**config.mk**
```make
export PLATFORM = sky130hd
export DESIGN_NAME = pipe_hazard_ctrl
export DESIGN_NICKNAME = d
export VERILOG_FILES = /design/src/rtl/pipe_hazard_ctrl.sv
export SDC_FILE = /design/constraint.sdc
export NUM_CORES = 1
export LEC_CHECK = 0
export BUFFER_PORTS_ARGS = -buffer_cell sky130_fd_sc_hd__buf_2
export CORE_MARGIN = 5
export CORE_UTILIZATION = 35
export CTS_CLUSTER_DIAMETER = 50
export DETAILED_ROUTE_END_ITERATION = 8
export PLACE_DENSITY = 0.53
export SYNTH_ARGS = -nofsm -noshare
export SYNTH_HDL_FRONTEND = slang
export SYNTH_SLANG_ARGS = --single-unit
```
**constraint.sdc**
```tcl
create_clock -name clock -period 5.24 [get_ports clock]
set_clock_uncertainty 0.1 [all_clocks]
set_input_delay 1.048 -clock clock [delete_from_list [all_inputs] [get_ports clock]]
set_output_delay 1.048 -clock clock [all_outputs]
set_load 0.02 [all_outputs]
```
**src/rtl/pipe_hazard_ctrl.sv**
```systemverilog
// Scoreboard-style hazard controller for the 5-stage pipeline: load-use stall,
// execute forwarding, decode write-back bypass and redirect kill strobes.
module pipe_hazard_ctrl #(
    parameter int AW       = 5,
    parameter int DEPTH    = 3,
    parameter int LOAD_RDY = 3,
    parameter int BR_STAGE = 2,
    parameter int CNT_W    = 16
) (
    input  logic                         clock,
    input  logic                         reset,
    input  logic                         hold,
    input  logic                         valid_D,
    input  logic [AW-1:0]                rs_D,
    input  logic [AW-1:0]                rt_D,
    input  logic                         use_rs_D,
    input  logic                         use_rt_D,
    input  logic [AW-1:0]                dest_D,
    input  logic                         regwrite_D,
    input  logic                         memread_D,
    input  logic                         redirect,
    output logic                         stall_D,
    output logic [DEPTH:0]               kill,
    output logic [$clog2(DEPTH+1)-1:0]   fwd_rs_E,
    output logic [$clog2(DEPTH+1)-1:0]   fwd_rt_E,
    output logic                         byp_rs_D,
    output logic                         byp_rt_D,
    output logic [CNT_W-1:0]             stall_cnt,
    output logic [CNT_W-1:0]             flush_cnt
);

    localparam int SELW = $clog2(DEPTH+1);

    logic [DEPTH:1]         v_q, v_d;
    logic [DEPTH:1]         wr_q, wr_d;
    logic [DEPTH:1]         ld_q, ld_d;
    logic [DEPTH:1][AW-1:0] dest_q, dest_d;
    logic [AW-1:0]          rs_q, rs_d;
    logic [AW-1:0]          rt_q, rt_d;
    logic                   use_rs_q, use_rs_d;
    logic                   use_rt_q, use_rt_d;
    logic [CNT_W-1:0]       stall_cnt_q, stall_cnt_d;
    logic [CNT_W-1:0]       flush_cnt_q, flush_cnt_d;

    logic [DEPTH:1]         live;
    logic                   hazard;

    always_comb begin
        live = '0;
        for (int k = 1; k <= DEPTH; k++) begin
            live[k] = v_q[k] & wr_q[k] & (dest_q[k] != '0);
        end
    end

    // A producer at stage k is still too young if its result appears at a
    // stage beyond k+1, which is where it sits when the consumer reaches E.
    always_comb begin
        hazard = 1'b0;
        for (int k = 1; k <= DEPTH - 1; k++) begin
            if (live[k] && (k + 1 < (ld_q[k] ? LOAD_RDY : 2))) begin
                if ((use_rs_D && dest_q[k] == rs_D) || (use_rt_D && dest_q[k] == rt_D)) begin
                    hazard = 1'b1;
                end
            end
        end
        stall_D = valid_D & ~redirect & hazard;
    end

    // Scanning from the oldest stage down lets the youngest producer win.
    always_comb begin
        fwd_rs_E = '0;
        fwd_rt_E = '0;
        for (int k = DEPTH; k >= 2; k--) begin
            if (live[k] && (k >= (ld_q[k] ? LOAD_RDY : 2))) begin
                if (use_rs_q && dest_q[k] == rs_q) fwd_rs_E = SELW'(k);
                if (use_rt_q && dest_q[k] == rt_q) fwd_rt_E = SELW'(k);
            end
        end
        byp_rs_D = use_rs_D & live[DEPTH] & (dest_q[DEPTH] == rs_D);
        byp_rt_D = use_rt_D & live[DEPTH] & (dest_q[DEPTH] == rt_D);
    end

    always_comb begin
        kill = '0;
        if (!hold) begin
            if (redirect) begin
                for (int k = 0; k <= BR_STAGE; k++) kill[k] = 1'b1;
            end else if (stall_D) begin
                kill[1] = 1'b1;
            end
        end
    end

    always_comb begin
        v_d         = v_q;
        wr_d        = wr_q;
        ld_d        = ld_q;
        dest_d      = dest_q;
        rs_d        = rs_q;
        rt_d        = rt_q;
        use_rs_d    = use_rs_q;
        use_rt_d    = use_rt_q;
        stall_cnt_d = stall_cnt_q;
        flush_cnt_d = flush_cnt_q;
        if (!hold) begin
            for (int k = DEPTH; k >= 2; k--) begin
                v_d[k]    = v_q[k-1];
                wr_d[k]   = wr_q[k-1];
                ld_d[k]   = ld_q[k-1];
                dest_d[k] = dest_q[k-1];
            end
            v_d[1]    = valid_D & ~stall_D & ~redirect;
            wr_d[1]   = regwrite_D;
            ld_d[1]   = memread_D;
            dest_d[1] = dest_D;
            rs_d      = rs_D;
            rt_d      = rt_D;
            use_rs_d  = use_rs_D;
            use_rt_d  = use_rt_D;
            // Everything younger than the branch is squashed; the branch moves on.
            if (redirect) begin
                for (int k = 2; k <= BR_STAGE; k++) v_d[k] = 1'b0;
            end
            if (stall_D && stall_cnt_q != '1) stall_cnt_d = stall_cnt_q + 1'b1;
            if (redirect && flush_cnt_q != '1) flush_cnt_d = flush_cnt_q + 1'b1;
        end
    end

    always_ff @(posedge clock or negedge reset) begin
        if (!reset) begin
            v_q         <= '0;
            wr_q        <= '0;
            ld_q        <= '0;
            dest_q      <= '0;
            rs_q        <= '0;
            rt_q        <= '0;
            use_rs_q    <= 1'b0;
            use_rt_q    <= 1'b0;
            stall_cnt_q <= '0;
            flush_cnt_q <= '0;
        end else begin
            v_q         <= v_d;
            wr_q        <= wr_d;
            ld_q        <= ld_d;
            dest_q      <= dest_d;
            rs_q        <= rs_d;
            rt_q        <= rt_d;
            use_rs_q    <= use_rs_d;
            use_rt_q    <= use_rt_d;
            stall_cnt_q <= stall_cnt_d;
            flush_cnt_q <= flush_cnt_d;
        end
    end

    assign stall_cnt = stall_cnt_q;
    assign flush_cnt = flush_cnt_q;

endmodule

```
==> results list, run 1 <==
* Status: finished, final reports clean
* Most repeated library cell on the critical path: buf_2
* Hold crit path type: reg2reg
- The total count of hold-check failures in the final report was 0.
* Area of the placeable core: 9640 sq um
- Clock tree from TritonCTS: built
* Slew margin rel.: 32.0%
- The tree built by TritonCTS fans out to 67 sinks.
* # Max-Cap Violations: 0
- Port buffering added between 60 and 70 buffers.
- Grt total ovfl: 0
- Critical path arrival: 2.31 ns
- Cts hold-fix bufs: 0
* Hold_sp: flush_cnt[5]
- Based on the critical path, the design can be clocked at up to 289 MHz.
* Combinational group share of total power: between 10% and 20%
- Summed over all cells, the static leakage comes to 1.86 nW.
- Subtracting the final worst setup slack from the clock period gives ~3.5 ns.
- Startpoint kind of the worst setup timing path: input pin
- Proportion of synthesized flip-flops having asynchronous set or reset: 100%
- The path with the worst hold slack has its endpoint at flush_cnt[5].
- Clock-pin slew was measured on the worst setup and hold paths at roughly 0.08 ns.
- Share of the cycle needed by the critical path after routing: 66.0%
- Post-synth EDFFs: 0
- Number of antenna repair diodes: 0
- Net count, final: 395
* CP Cell Sequence: buf_2 -> xnor2_1 -> nand4_1 -> o22ai_2 -> nand3_1 -> a21oi_1 -> buf_2
- Fill cells in the final layout number 980.
- In this run the critical register-to-register path is launched from stall_cnt[0].
- Cell at the slowest stage of the critical path: o22ai_2
* Routed wire length per instance: around 15 um
* Switching power of the nets: roughly 0.4 mW
- The setup path with the least slack is of type in2out.
- Data on the critical path is required at its endpoint by 4.09 ns.
- Placed wire-length estimate: 5620 um
* Largest net degree at the start of global routing: 45
- Yosys printed 0 warnings.
* Vias in the first global route: 2515
- Vias after detailed routing: about 2.4k
* Power share of the clock group: 33.1%
- The mapped netlist covers approximately 3400 sq um.
- In the global route stage, overall resource usage came out at 13.9%.
* Worst vdd rail ir drop: roughly 0.22 mV
* Area leader, netlist: dfrtp_1
* Resized Gates After CTS: 0
* Core Util, Final: around 42%
* Int Pwr: 0.931 mW
- The routed design has 7650 um of wire.
- Synthesis handed over a netlist of just over 300 instances.
* Routability congestion estimate from global placement: 0.814
- The area growth from synthesis to layout is 18.7%.
* Post-CTS repair timing setup buffer count: 0
- I/O Pins: 67
* Max-slew violation count: 0
- Setup slack on the worst flop-to-flop path: ~2.9 ns
- Setup TNS after final layout: 0 ns
- Storage element area: 1680 sq um
- #FFs+latches synth: 67
- Along the worst hold path, the cell count comes to 1.
- The die covers 11800 sq um.
- Once the floorplan was initialized, standard cells occupied 35.4% of the core.
* Cell variety after synth: 38
- The share of the Yosys chip area taken by registers is 49.2%.
- Antenna violations before repair: 0
* H-tree levels: 3
- Clock buffers created by TritonCTS: 9
* Post-synthesis net count: 331
- Total of endpoints with negative setup slack in the final report: 0
* Switching share of power: 30.1%
- Dividing the detail-routed via count by the number of cells gives 4.75.
* Overall die width: 109 um
* Element type at the critical path end: output pin
* Kind of cell adding the most delay to the critical path: compound AO/OA/AOI/OAI gates
- The first detailed-routing pass took 4 iterations.
- Commonest cells in the netlist: 67 x dfrtp_1, 51 x xnor2_1, 34 x mux2_2
- Sequential share of power: approximately 49%
* Share of post-route cells with drive strength above 1: 32.6%
- The critical path contains buffers and inverters numbering 2 combined.
- Among all flip-flop cells after synthesis, the most frequent one is dfrtp_1.
- Among all cell types in the netlist, the one instantiated most often is dfrtp_1.
- Actual transition at the worst max-transition pin: ~1 ns
- Chip Height: between 100 and 150 um
- Remaining number of nets flagged by the antenna check after routing: 0
- Setup repair after global routing left no endpoint under its margin.
- Clk_lat worst skew: between 0.3 and 0.4 ns
- Area used by multi-input combinational logic: between 1500 and 2000 sq um
- Remaining routing DRC violations: 0
* Syn_area_per_cell: 11.2 sq um
* P per Cell Area: 329 nW/um^2
- The first routing iteration left 77 violations.
* Top-area cell type share of the netlist area: 49.2%
- The longest clock path from root to sink contains 2 buffers.
* Placement Rows: 36
- Wire length of the first global-routing pass: 12600 um
- Worst Reg2Reg Path Length in Cells: 5
* Worst r2r dst: stall_cnt[1]
- Yosys attributes the largest share of cell area to dfrtp_1 49%, xnor2_1 13%, mux2_2 11%, xor2_1 4.9%, nand4_1 2.4%.
- Max incr delay on CP: around 0.34 ns
- The tree is rooted in a clkbuf_8.
- Along the worst path, the maximum fanout reaches 4.
==> registers in the layout (all words and copies together), names as in the netlist, 2 cells and up <==
signal / flops
dest_q: 15
rs_q: 5
stall_cnt: 16
flush_cnt: 16
wr_q: 3
ld_q: 2
rt_q: 5
v_q: 3
==> power by group through the flow <==
stage               logic, mW  registers (mW)  clock network, mW
finish                  0.241           0.651              0.441
global route            0.268           0.662              0.483
CTS                     0.246           0.652              0.458
detailed placement      0.245           0.662                  0
global placement        0.242           0.661                  0
floorplan               0.165           0.655                  0
==> cells in the final DEF (no fill, tap or decap), drive strengths merged <==
cell      netlist  final
a21o            1      1
a21oi           2      2
a22o            1      1
and3            2      2
and3b           1      1
buf             5     66
bufinv          0      1
clkbuf          8     11
clkinv          0      2
clkinvlp        0      2
conb            1      1
dfrtp          67     67
ha              2      2
inv             8      8
mux2           35     35
nand2          19     19
nand2b          2      2
nand3          16     16
nand4          14     14
nor2           16     16
nor2b           1      1
nor3           14     14
nor4            7      7
nor4b           1      1
o211ai          1      1
o21ai           1      1
o22ai           1      1
o31ai           2      2
or2             2      2
or4             5      5
xnor2          51     51
xor2           19     19
==> cell type report <==
cell class / instances / area share, %
multi-input combinational: 217 / 40.5
tap: 133 / 4.11
timing repair buffer: 66 / 8.22
inverter: 8 / 0.741
clock inverter: 5 / 1.54
sequential: 67 / 41.4
clock buffer: 11 / 3.49
==> worst max path at each step <==
stage	start	end	slack [ns]	depth (start not counted)
finish	rt_D[0]	kill[1]	1.78	7
global route	dest_q[11]	fwd_rs_E[1]	1.70	6
CTS	rt_D[0]	kill[1]	1.78	7
detailed placement	rt_D[0]	kill[1]	1.79	7
global placement	rt_D[0]	kill[1]	1.80	7
floorplan	rt_D[0]	kill[1]	2.10	5
==> cell families after synthesis <==
family                     share of synthesized area, %
DFF                                                49.2
buffers and inverters                              2.75
adders and majority gates                         0.734
AOI/OAI and AO/OA                                  1.94
and+or+nand+nor                                    15.8
xor gates and xnor gates                           18.0
other                                             0.110
muxes                                              11.6
==> through the flow <==
stage | setup slack, ns | hold WS (ns) | instance area (sq um) | std cells | power (mW)
6_report | 1.78 | 0.389 | 4050 | 507 | 1.33
4_1_cts | 1.78 | 0.396 | 4050 | 507 | 1.36
2_1_floorplan | 2.10 | 0.377 | 3410 | 305 | 0.821
3_3_place_gp | 1.80 | 0.375 | 3850 | 491 | 0.902
5_1_grt | 1.70 | 0.418 | 4050 | 507 | 1.41
3_5_place_dp | 1.79 | 0.383 | 3850 | 491 | 0.906
==> metal layers <==
metal | routed length [um] | vias to the layer above | GRT usage, %
met2 | 3390 | 63 | 20.3
met5 | 0 | - | 0
li1 | - | 1177 | -
met1 | 3730 | 1154 | 18.9
met3 | 416 | 12 | 4.26
met4 | 118 | 0 | 6.22
No activity file was read; power rests on OpenSTA's default activity.
==> run 2, diff against run 1 <==
==> constraint.sdc (replaced) <==
create_clock -name clock -period 3.2 [get_ports clock]
set_clock_uncertainty 0.1 [all_clocks]
set_input_delay 0.64 -clock clock [delete_from_list [all_inputs] [get_ports clock]]
set_output_delay 0.64 -clock clock [all_outputs]
set_load 0.02 [all_outputs]
==> run 2 against run 1 <==
Compared with the run above: combinational power is 66% higher; die area did not move; count of clock-buffer cells in the layout up 3; critical path type is now reg2out; highest routed layer is now met5.
==> results list, run 2 (synthesized netlist as in run 1, its figures left out) <==
- Status: finished, final reports clean (unchanged)
- Cell count after placement: 492 (was 491)
- The count of H-tree levels built during CTS was 3 (unchanged).
- Clock tree from TritonCTS: built (unchanged)
- The clock edge transition at the registers on the reported setup and hold paths was 0.07 ns (was 0.08 ns).
* Overall die width: 109 um (unchanged)
- Routability congestion estimate from global placement: 0.835 (was 0.814)
* Crit path time final: around 2.9 ns
- Combinational group share of total power: 18.1% (about the same)
- The number of nets in the final layout came to 396 (was 395).
* RR Startpoint: stall_cnt[0] (unchanged)
- Mean number of vias per cell: 4.79 (was 4.75)
- The initial core utilization came to 35.4% (unchanged).
* Total iterations of the first detailed-routing run: 4 (unchanged)
* Final std cell area, no fill: 4070 sq um (was 4050 sq um)
* Chip Height: 109 um (unchanged)
* Post-CTS repair timing setup buffer count: 0 (unchanged)
- Element type at the critical path end: output pin (unchanged)
* Largest net degree at the start of global routing: 68 (was 45)
* Area of the placeable core: 9640 sq um (unchanged)
- Switching share of power: 28.2% (was 30.1%)
- Largest fanout on the critical path: 6 (was 4)
- The met3 global-route usage was 4.56% (was 4.26%).
- The maximum resistive drop on vdd was 0.390 mV (was 0.224 mV).
* Wire length of the first global-routing pass: 12400 um (was 12600 um)
- The post-cts sizing count is 0 (unchanged).
- Commonest cells after routing, fill and taps aside: 67 x dfrtp_1, 65 x buf_2, 51 x xnor2_1, 34 x mux2_2 (unchanged)
* Switching power of the nets: 0.622 mW (was 0.402 mW)
* Actual transition at the worst max-transition pin: 0.870 ns (was 1.02 ns)
* Overall Global Routing Usage: 13.7% (was 13.9%)
* Sequential share of power: 48.1% (was 48.8%)
* Clock tree buffer depth: 2 (unchanged)
- The violation count after the first detailed-route iteration is 61 (was 77).
- Count of final hold-check violations: 0 (unchanged)
* Leak pwr: 1.88 nW (was 1.86 nW)
- The sum of overflow across all layers after global routing came to 0 (unchanged).
* Clock buffers created by TritonCTS: 9 (unchanged)
- Cell at the root of the clock tree: clkbuf_8 (unchanged)
* Total Routed Length: 7590 um (was 7650 um)
- Number of standard cells in the layout, taps in and fillers out: 507 (unchanged)
- Share of post-route cells with drive strength above 1: 32.6% (unchanged)
- Die ar.: 11800 sq um (unchanged)
* Critical path arrival: 2.19 ns (was 2.31 ns)
- Setup repair after global routing missed its margin: no (unchanged).
* Int Pwr: 1.58 mW (was 0.931 mW)
- Met2 capacity usage during global routing: 20.7% (was 20.3%)
- For this run, the top clock speed supported by timing is 341 MHz.
- Startpoint kind of the worst setup timing path: flip-flop (was input pin)
* Number of I/O port buffers: 65 (unchanged)
- Routed wire length per instance: 15.0 um (was 15.1 um)
- The top-level port count was 67 (unchanged).
* Total of endpoints with negative setup slack in the final report: 0 (unchanged)
- The count of unresolved DRC violations after routing was 0 (unchanged).
- The antenna diode instance count was 0 (unchanged).
* P per Cell Area: 543 nW/um^2 (was 329 nW/um^2)
* Power share of the clock group: 33.8% (was 33.1%)
- Most frequent standard cell in the layout excluding fill and tap cells: dfrtp_1 (unchanged)
- The met1 layer usage reported by global route is 18.5% (was 18.9%).
- The post-DP HPWL was 5620 um (about the same).
- Max-slew violation count: 0 (unchanged)
* Remaining number of nets flagged by the antenna check after routing: 0 (unchanged)
* Vias in the first global route: 2381 (was 2515)
- The global-route layer with the greatest usage was met2 (unchanged).
- The row count is 36 (unchanged).
- The tightest hold margin is 0.387 ns (was 0.389 ns).
- The initial antenna violation count is 1 (was 0).
* Num Clock Sinks: 67 (unchanged)
* Setup TNS after final layout: 0 ns (unchanged)
- The insertion delay to the later sink of the worst-skew pair came to 0.34 ns (about the same).
* Critical path data required time: 2.46 ns (was 4.09 ns)
* Area growth syn-to-layout: 19.2% (was 18.7%)
* Slew margin rel.: 42.0% (was 32.0%)
- Vias after detailed routing: 2429 (was 2406)
* Share of the cycle needed by the critical path after routing: 91.7%
* Critical path start-end classification: reg2out (was in2out)
- Cts hold-fix bufs: 0 (unchanged)
- Fill count: 971 (was 980)
* Total placed instance area: 3850 sq um (about the same)
- # Max-Cap Violations: 0 (unchanged)
* Hold crit path type: in2async (was reg2reg)
- The worst setup path startpoint is dest_q[11] (was rt_D[0]).
run 2: cell count changes in the layout (fill, tap and decap cells not counted), sizes merged:
cell      change
buf           +1
clkinv        -2
clkinvlp      -2
clkbuf        +3
run 2: power groups by stage:
stage / registers [mW] / clock network, mW / logic, mW
final: 1.06 / 0.746 / 0.399
after global routing: 1.08 / 0.815 / 0.444
after CTS: 1.06 / 0.772 / 0.407
after detailed placement: 1.08 / 0 / 0.406
after global placement: 1.08 / 0 / 0.403
after floorplan: 1.07 / 0 / 0.271
run 2: cell type report:
type / instances / area [sq um] / area share [%]
flip-flops and latches: 67 / 1680 / 41.2
repair buffers: 67 / 340 / 8.37
multi-input cells: 217 / 1640 / 40.3
well taps: 133 / 166 / 4.09
clock inverters: 1 / 30.0 / 0.738
clock buffers: 14 / 183 / 4.49
inverters: 8 / 30.0 / 0.738
run 2: worst paths after layout:
| check | slack, ns | endpoint | cells past startpoint |
|---|---|---|---|
| setup / recovery | 0.27 | fwd_rs_E[1] | 6 |
| hold / removal | 0.39 | rt_q[3] | 2 |
| setup reg to reg | 0.84 | stall_cnt[1] | 5 |
| hold reg to reg | 0.39 | flush_cnt[5] | 1 |
| max in group asynchronous | 2.03 | flush_cnt[9] | 2 |
| min in group clock | 0.39 | flush_cnt[5] | 1 |
run 2: per-layer routing:
layer | up-vias | part of all wire (%)
li1 | 1179 | -
met1 | 1179 | 47
met2 | 60 | 45
met3 | 9 | 6.3
met4 | 2 | 1.2
met5 | - | 0.24
run 2: stage by stage:
| stage | util, % | setup slack (ns) | power (mW) |
|---|---|---|---|
| final | 42.2 | 0.266 | 2.21 |
| after global routing | 42.2 | 0.161 | 2.34 |
| after CTS | 42.2 | 0.258 | 2.24 |
| after detailed placement | 40.0 | 0.623 | 1.48 |
| after global placement | 40.0 | 0.606 | 1.48 |
| after floorplan | - | 0.834 | 1.34 |
run 2: critical path, stage by stage, from the launching register on:
cell and delay [ns]:
dfrtp_1 0.46, or4_1 0.56, o211ai_1 0.35, nor2_1 0.09, nand3_1 0.13, o31ai_1 0.08, buf_2 0.18
